`src/rtl/display_plotter.sv`:
```
// display_plotter: snapshots a 16x32 display vector on start and scans it column-major, one VGA write per clock.
//
// Ports:
//    i_clock    system clock
//    i_reset    synchronous active-high reset; abandons any scan in progress
//    i_start    request a frame scan, sampled only while idle
//    i_hold     stall the scan: counters freeze, plot forced low
//    i_display  pixel (x,y) = i_display[HEIGHT*x + y]
//    o_busy     high from the accepting edge through the done cycle
//    o_done     one-cycle pulse after the last pixel is emitted
//    o_x/o_y    pixel coordinate to vga_adapter
//    o_colour   pixel colour to vga_adapter
//    o_plot     write strobe to vga_adapter
//
// Build option DISPLAY_PLOTTER_DIFF_PLOT_EN: remember the last drawn frame and
// strobe plot only for pixels that changed since then.
module display_plotter #(
   parameter int         X_BITS     = 4,
   parameter int         Y_BITS     = 5,
   parameter logic [2:0] COLOUR_ON  = 3'b111,
   parameter logic [2:0] COLOUR_OFF = 3'b000
) (
   input  logic                              i_clock,
   input  logic                              i_reset,
   input  logic                              i_start,
   input  logic                              i_hold,
   input  logic [2**(X_BITS+Y_BITS)-1:0]     i_display,
   output logic                              o_busy,
   output logic                              o_done,
   output logic [X_BITS-1:0]                 o_x,
   output logic [Y_BITS-1:0]                 o_y,
   output logic [2:0]                        o_colour,
   output logic                              o_plot
);
   localparam int NPIX = 2**(X_BITS+Y_BITS);
   localparam logic [X_BITS-1:0] X_LAST = X_BITS'(2**X_BITS - 1);
   localparam logic [Y_BITS-1:0] Y_LAST = Y_BITS'(2**Y_BITS - 1);
   localparam logic [1:0] S_IDLE = 2'd0;
   localparam logic [1:0] S_SCAN = 2'd1;
   localparam logic [1:0] S_DONE = 2'd2;

   logic [1:0]               r_state;
   logic [NPIX-1:0]          r_snap;
   logic [X_BITS-1:0]        r_cx;
   logic [Y_BITS-1:0]        r_cy;
   logic [X_BITS+Y_BITS-1:0] w_idx;
   logic                     w_last;
   logic                     w_plot;

   // HEIGHT is a power of two, so HEIGHT*cx+cy is just the concatenation.
   assign w_idx  = {r_cx, r_cy};
   assign w_last = (r_cx == X_LAST) && (r_cy == Y_LAST);

`ifdef DISPLAY_PLOTTER_DIFF_PLOT_EN
   logic [NPIX-1:0] r_prev;
   assign w_plot = r_snap[w_idx] != r_prev[w_idx];
   // Cleared on reset to match the black background, so every set pixel is redrawn.
   always_ff @(posedge i_clock)
      if (i_reset)
         r_prev <= '0;
      else if (r_state == S_SCAN && !i_hold && w_last)
         r_prev <= r_snap;
`else
   assign w_plot = 1'b1;
`endif

   always_ff @(posedge i_clock)
      if (r_state == S_IDLE && i_start)
         r_snap <= i_display;

   always_ff @(posedge i_clock)
      if (i_reset) begin
         r_state  <= S_IDLE;
         r_cx     <= '0;
         r_cy     <= '0;
         o_busy   <= 1'b0;
         o_done   <= 1'b0;
         o_x      <= '0;
         o_y      <= '0;
         o_colour <= COLOUR_OFF;
         o_plot   <= 1'b0;
      end else begin
         case (r_state)
            S_IDLE: begin
               o_plot <= 1'b0;
               o_done <= 1'b0;
               if (i_start) begin
                  r_cx    <= '0;
                  r_cy    <= '0;
                  o_busy  <= 1'b1;
                  r_state <= S_SCAN;
               end
            end
            S_SCAN: begin
               if (i_hold)
                  o_plot <= 1'b0;
               else begin
                  o_x      <= r_cx;
                  o_y      <= r_cy;
                  o_colour <= r_snap[w_idx] ? COLOUR_ON : COLOUR_OFF;
                  o_plot   <= w_plot;
                  r_cy     <= r_cy + 1'b1;
                  if (r_cy == Y_LAST)
                     r_cx <= r_cx + 1'b1;
                  if (w_last)
                     r_state <= S_DONE;
               end
            end
            S_DONE: begin
               // First DONE cycle raises done; the second drops busy and returns to
               // idle, so a start seen on that edge is deliberately not accepted.
               o_plot <= 1'b0;
               if (!o_done)
                  o_done <= 1'b1;
               else begin
                  o_done  <= 1'b0;
                  o_busy  <= 1'b0;
                  r_state <= S_IDLE;
               end
            end
            default: r_state <= S_IDLE;
         endcase
      end
endmodule

```
`config.mk`:
```
export PLATFORM = sky130hd
export DESIGN_NAME = display_plotter
export DESIGN_NICKNAME = d
export VERILOG_FILES = /design/src/rtl/display_plotter.sv
export SDC_FILE = /design/constraint.sdc
export NUM_CORES = 1
export LEC_CHECK = 0
export BUFFER_PORTS_ARGS = -buffer_cell sky130_fd_sc_hd__clkbuf_2
export CAP_MARGIN = 30
export CORE_MARGIN = 4
export CORE_UTILIZATION = 45
export CTS_BUF_LIST = sky130_fd_sc_hd__clkbuf_8
export DETAILED_ROUTE_END_ITERATION = 12
export PLACE_DENSITY = 0.8
export SLEW_MARGIN = 20
export SYNTH_ARGS = -nofsm -noshare
export SYNTH_HDL_FRONTEND = slang
export SYNTH_SLANG_ARGS = --single-unit
```
`constraint.sdc`:
```
create_clock -name i_clock -period 38.6 [get_ports i_clock]
set_input_delay 3.86 -clock i_clock [delete_from_list [all_inputs] [get_ports i_clock]]
set_output_delay 3.86 -clock i_clock [all_outputs]
set_load 0.005 [all_outputs]
```
==> flow_summary.yaml <==
logic_synthesis:
  post_synth_instance_area_mm2: 0.0209
  synthDistinctLibCells: 57
  post_synth_inst_count: 1038
  number_of_synthesized_flops_with_an_enable_pin: 512
  synth_flop_cell: "sky130_fd_sc_hd__edfxtp_1"
  synth.largest_area_cell: "sky130_fd_sc_hd__edfxtp_1"
  synth-seq-cells: 536
  synthTopCellsByCount: "sky130_fd_sc_hd__edfxtp_1 (512), sky130_fd_sc_hd__mux4_2 (106), sky130_fd_sc_hd__mux2i_1 (48)"
  synth.top_cell.area_share_pct: 73.6
  syn-mean-instance-area_um2: 20.1
  synth-seq-area-share_pct: 75.8
  ys_top_cells_by_area: "sky130_fd_sc_hd__edfxtp_1 (74%), sky130_fd_sc_hd__mux4_2 (11%), sky130_fd_sc_hd__dfxtp_1 (2.3%)"
  synth_warnings: 0
  async_flop_share_pct: 0
  post-synth-top-count-cell: "sky130_fd_sc_hd__edfxtp_1"
  net_count_after_synthesis: 1557
global_route:
  maximum_number_of_pins_on_one_net_before_global_route_repair: 204
  grt_first_pass_wirelength_um: 83600
  grt_remaining_overflow: 0
  grt_util_all_layers_pct: 23.0
  number_of_antenna_violations_at_the_first_check_in_global_routing: 3
  grt_pass1_vias: 13409
worst_hold_path:
  min-delay-path-class: "reg2reg"
  holdCritStartpoint: "o_x[3]"
  hold_path_depth: 2
clock_tree:
  clock_sink_count: 536
  cts.path.max_buffers: 3
  worstSkewPairLatency_ns: 0.66
  clock_tree_from_tritoncts: "yes"
  cts_hold_buffers: 0
  post-cts-setup-buffers: 0
  cts.reportedPaths.clkPinSlew_ns: 0.06
  ctsRootBufferMaster: "sky130_fd_sc_hd__clkbuf_8"
  ctsResizeCount: 0
  h-tree-depth: 3
  tritoncts.num_buffers: 86
detailed_routing:
  route.detailed.drc: 0
  drtPass1Iterations: 5
  drt_wl_total_um: 58500
  vias: 12350
  routed_wire_length_per_instance_um: 25.6
  dr.first_iter.drc_count: 1076
  avgViaCountPerCell: 5.40
  postRouteAntennaNets: 0
sta:
  post-route-worst-setup-slack_ns: 32.40
  timing.final.crit_period_ns: 6.20
  final-hold-violation-count: 0
  grt_setup_unrepaired: "false"
  period_share_pct: 16.1
  final.setup_skew_ns: 0.0287
  setup_total_negative_slack_ns: 0
  timing_max_transition_violations_final: 0
  slew_headroom_pct: 34.9
  maxClockFrequency_ghz: 0.161
  finalHoldWorstSlack_ns: 0.458
  worst_slew_pin_slew_ns: 0.977
  final-setup-viol-count: 0
setup_path:
  timing.setup.critical_path_class: "in2reg"
  arrival_ns: 6.52
  crit_path_cell_trace: "clkbuf_2, nor2b_1, nor2b_4, buf_4, buf_16, buf_4, buf_12, buf_4, buf_16"
  critical_path_peak_fanout: 65
  cp_common_cell: "sky130_fd_sc_hd__buf_4"
  setup.worst_path.start_class: "primary input"
  worst_r2r_startpoint: "r_cy[0]"
  critical_path_slowest_stage_cell: "sky130_fd_sc_hd__buf_4"
  cp_slowest_stage_delay_ns: 0.51
  critical_path.endpoint_type: "flop"
  reg2reg_depth: 8
  worst-endpoint-required_ns: 38.92
  critical_path.n_buffers_inverters: 7
  setup.worst_path.start: "i_start"
  cp_num_cells: 9
  critical-path-top-delay-family: "buffers and inverters"
power:
  vdd.ir_drop.worst_mv: 0.0351
  total_leakage_power_nw: 9.48
  p_per_area_mw_per_mm2: 46.6
  power.share.clock_pct: 35.8
  pwr-share-seq_pct: 57.3
  switching_share_pct: 22.3
  total_switching_power_mw: 0.267
  p_int_mw: 0.931
  comb_power_share_pct: 6.9
  power_mw: 1.20
placed_design:
  cell_count_post_placement: 2123
  dpl.hpwl_um: 43100
  setup_slack_after_placement_ns: 31.16
  port_buffers: 530
  gp_congestion: 0.820
final_layout:
  areaGrowthSynthToFinish_pct: 22.9
  number_of_standard_cells_in_the_layout_taps_in_and_fillers_out: 2286
  layout-drive-gt1-share_pct: 46.7
  finalNetCount: 2134
  layout.filler_cells: 3481
floorplan:
  core.rowCount: 78
  core_mm2: 0.0457
  dieWidth_um: 224
  floorplan.die.height_um: 224
  ios: 531
  die-area_mm2: 0.0500
  initial_core_util_pct: 45.8
flow_run:
  cap_violations: 0
run_status:
  status: "completed"
layer usage:
metal  routed length, µm  share of wire [%]  vias to the layer above  global-route usage (%)
met2               30600                 52                      648                    40.3
met4                1390                2.4                        0                    7.10
met1               21300                 36                     6151                    27.7
met3                5270                9.0                       83                    7.08
met5                   0                  0                        -                       0
li1                    -                  -                     5468                       -
kinds of logic (layout without fill, tap and decap cells):
kind of cell	count (synthesis)	in the layout	share of synthesized area, %
other	0	3	0
multiplexers	176	176	14.9
XOR/XNOR	3	3	0.126
AO/OA/AOI/OAI	119	119	3.92
adder cells (fa/ha/maj)	3	3	0.180
buffers and inverters	68	713	2.02
flip-flops	536	536	75.8
AND/OR/NAND/NOR	133	133	3.00
through the flow:
stage	area (µm²)	utilization, %
3_3_place_gp	24100	52.7
4_1_cts	25600	56.0
3_5_place_dp	24100	52.7
6_report	25700	56.2
2_1_floorplan	20900	-
5_1_grt	25700	56.2
path summary, 6_finish.rpt:
path	slack, ns	end
worst max-delay path	32.40	r_snap[37]
worst min-delay path	0.46	o_x[3]
worst max register to register	34.41	o_colour[1]
worst min register to register	0.46	o_x[3]
layout by cell type, fill, tap and decap left out, types with 4 or more instances in the layout:
master and n:
sky130_fd_sc_hd__a2111oi_0 5, sky130_fd_sc_hd__a211oi_1 9, sky130_fd_sc_hd__a21oi_1 29, sky130_fd_sc_hd__a22oi_1 5, sky130_fd_sc_hd__buf_4 14, sky130_fd_sc_hd__clkbuf_2 530
sky130_fd_sc_hd__clkbuf_8 89, sky130_fd_sc_hd__clkinv_1 27, sky130_fd_sc_hd__clkinv_2 6, sky130_fd_sc_hd__dfxtp_1 20, sky130_fd_sc_hd__edfxtp_1 512, sky130_fd_sc_hd__inv_1 35
sky130_fd_sc_hd__mux2_2 22, sky130_fd_sc_hd__mux2i_1 48, sky130_fd_sc_hd__mux4_2 106, sky130_fd_sc_hd__nand2_1 46, sky130_fd_sc_hd__nand2b_1 9, sky130_fd_sc_hd__nand3_1 7
sky130_fd_sc_hd__nand4_1 4, sky130_fd_sc_hd__nor2_1 32, sky130_fd_sc_hd__nor2b_1 9, sky130_fd_sc_hd__nor3_1 8, sky130_fd_sc_hd__nor4_1 6, sky130_fd_sc_hd__o2111ai_1 6
sky130_fd_sc_hd__o211ai_1 7, sky130_fd_sc_hd__o21ai_0 12, sky130_fd_sc_hd__o221ai_1 9, sky130_fd_sc_hd__o22ai_1 13
worst register-to-register path, delay by kind of cell, from the launching register on:
kind,cells,cell delay [ns]
AO/OA/AOI/OAI,3,0.43
buffers and inverters,2,1.37
flip-flops,1,0.71
multiplexers,3,1.58
layout make-up:
type                            count  area [µm²]  share of cell area, %
Antenna cell                        3        7.51                 0.0292
Clock buffer                       89        1220                   4.77
Clock inverter                     67         287                   1.12
Inverter                            8        30.0                  0.117
Multi-Input combinational cell    434        4630                   18.0
Sequential cell                   536       15900                   61.8
Tap cell                          600         751                   2.92
Timing Repair Buffer              549        2880                   11.2
registers in the layout, indices dropped and copies added (netlist names):
name and count:
r_state 2, o_colour 1, o_x 4, o_busy 1, r_cy 5, o_y 5
o_done 1, o_plot 1, r_cx 4, r_snap 512
power by group through the flow:
stage / clock [mW] / sequential (mW) / combinational (mW)
global placement: 0 / 0.696 / 0.0798
detailed placement: 0 / 0.699 / 0.0818
floorplan: 0 / 0.720 / 0.0416
finish: 0.429 / 0.686 / 0.0827
CTS: 0.440 / 0.687 / 0.0822
global route: 0.470 / 0.688 / 0.0894
No activity file was read; power rests on OpenSTA's default activity.
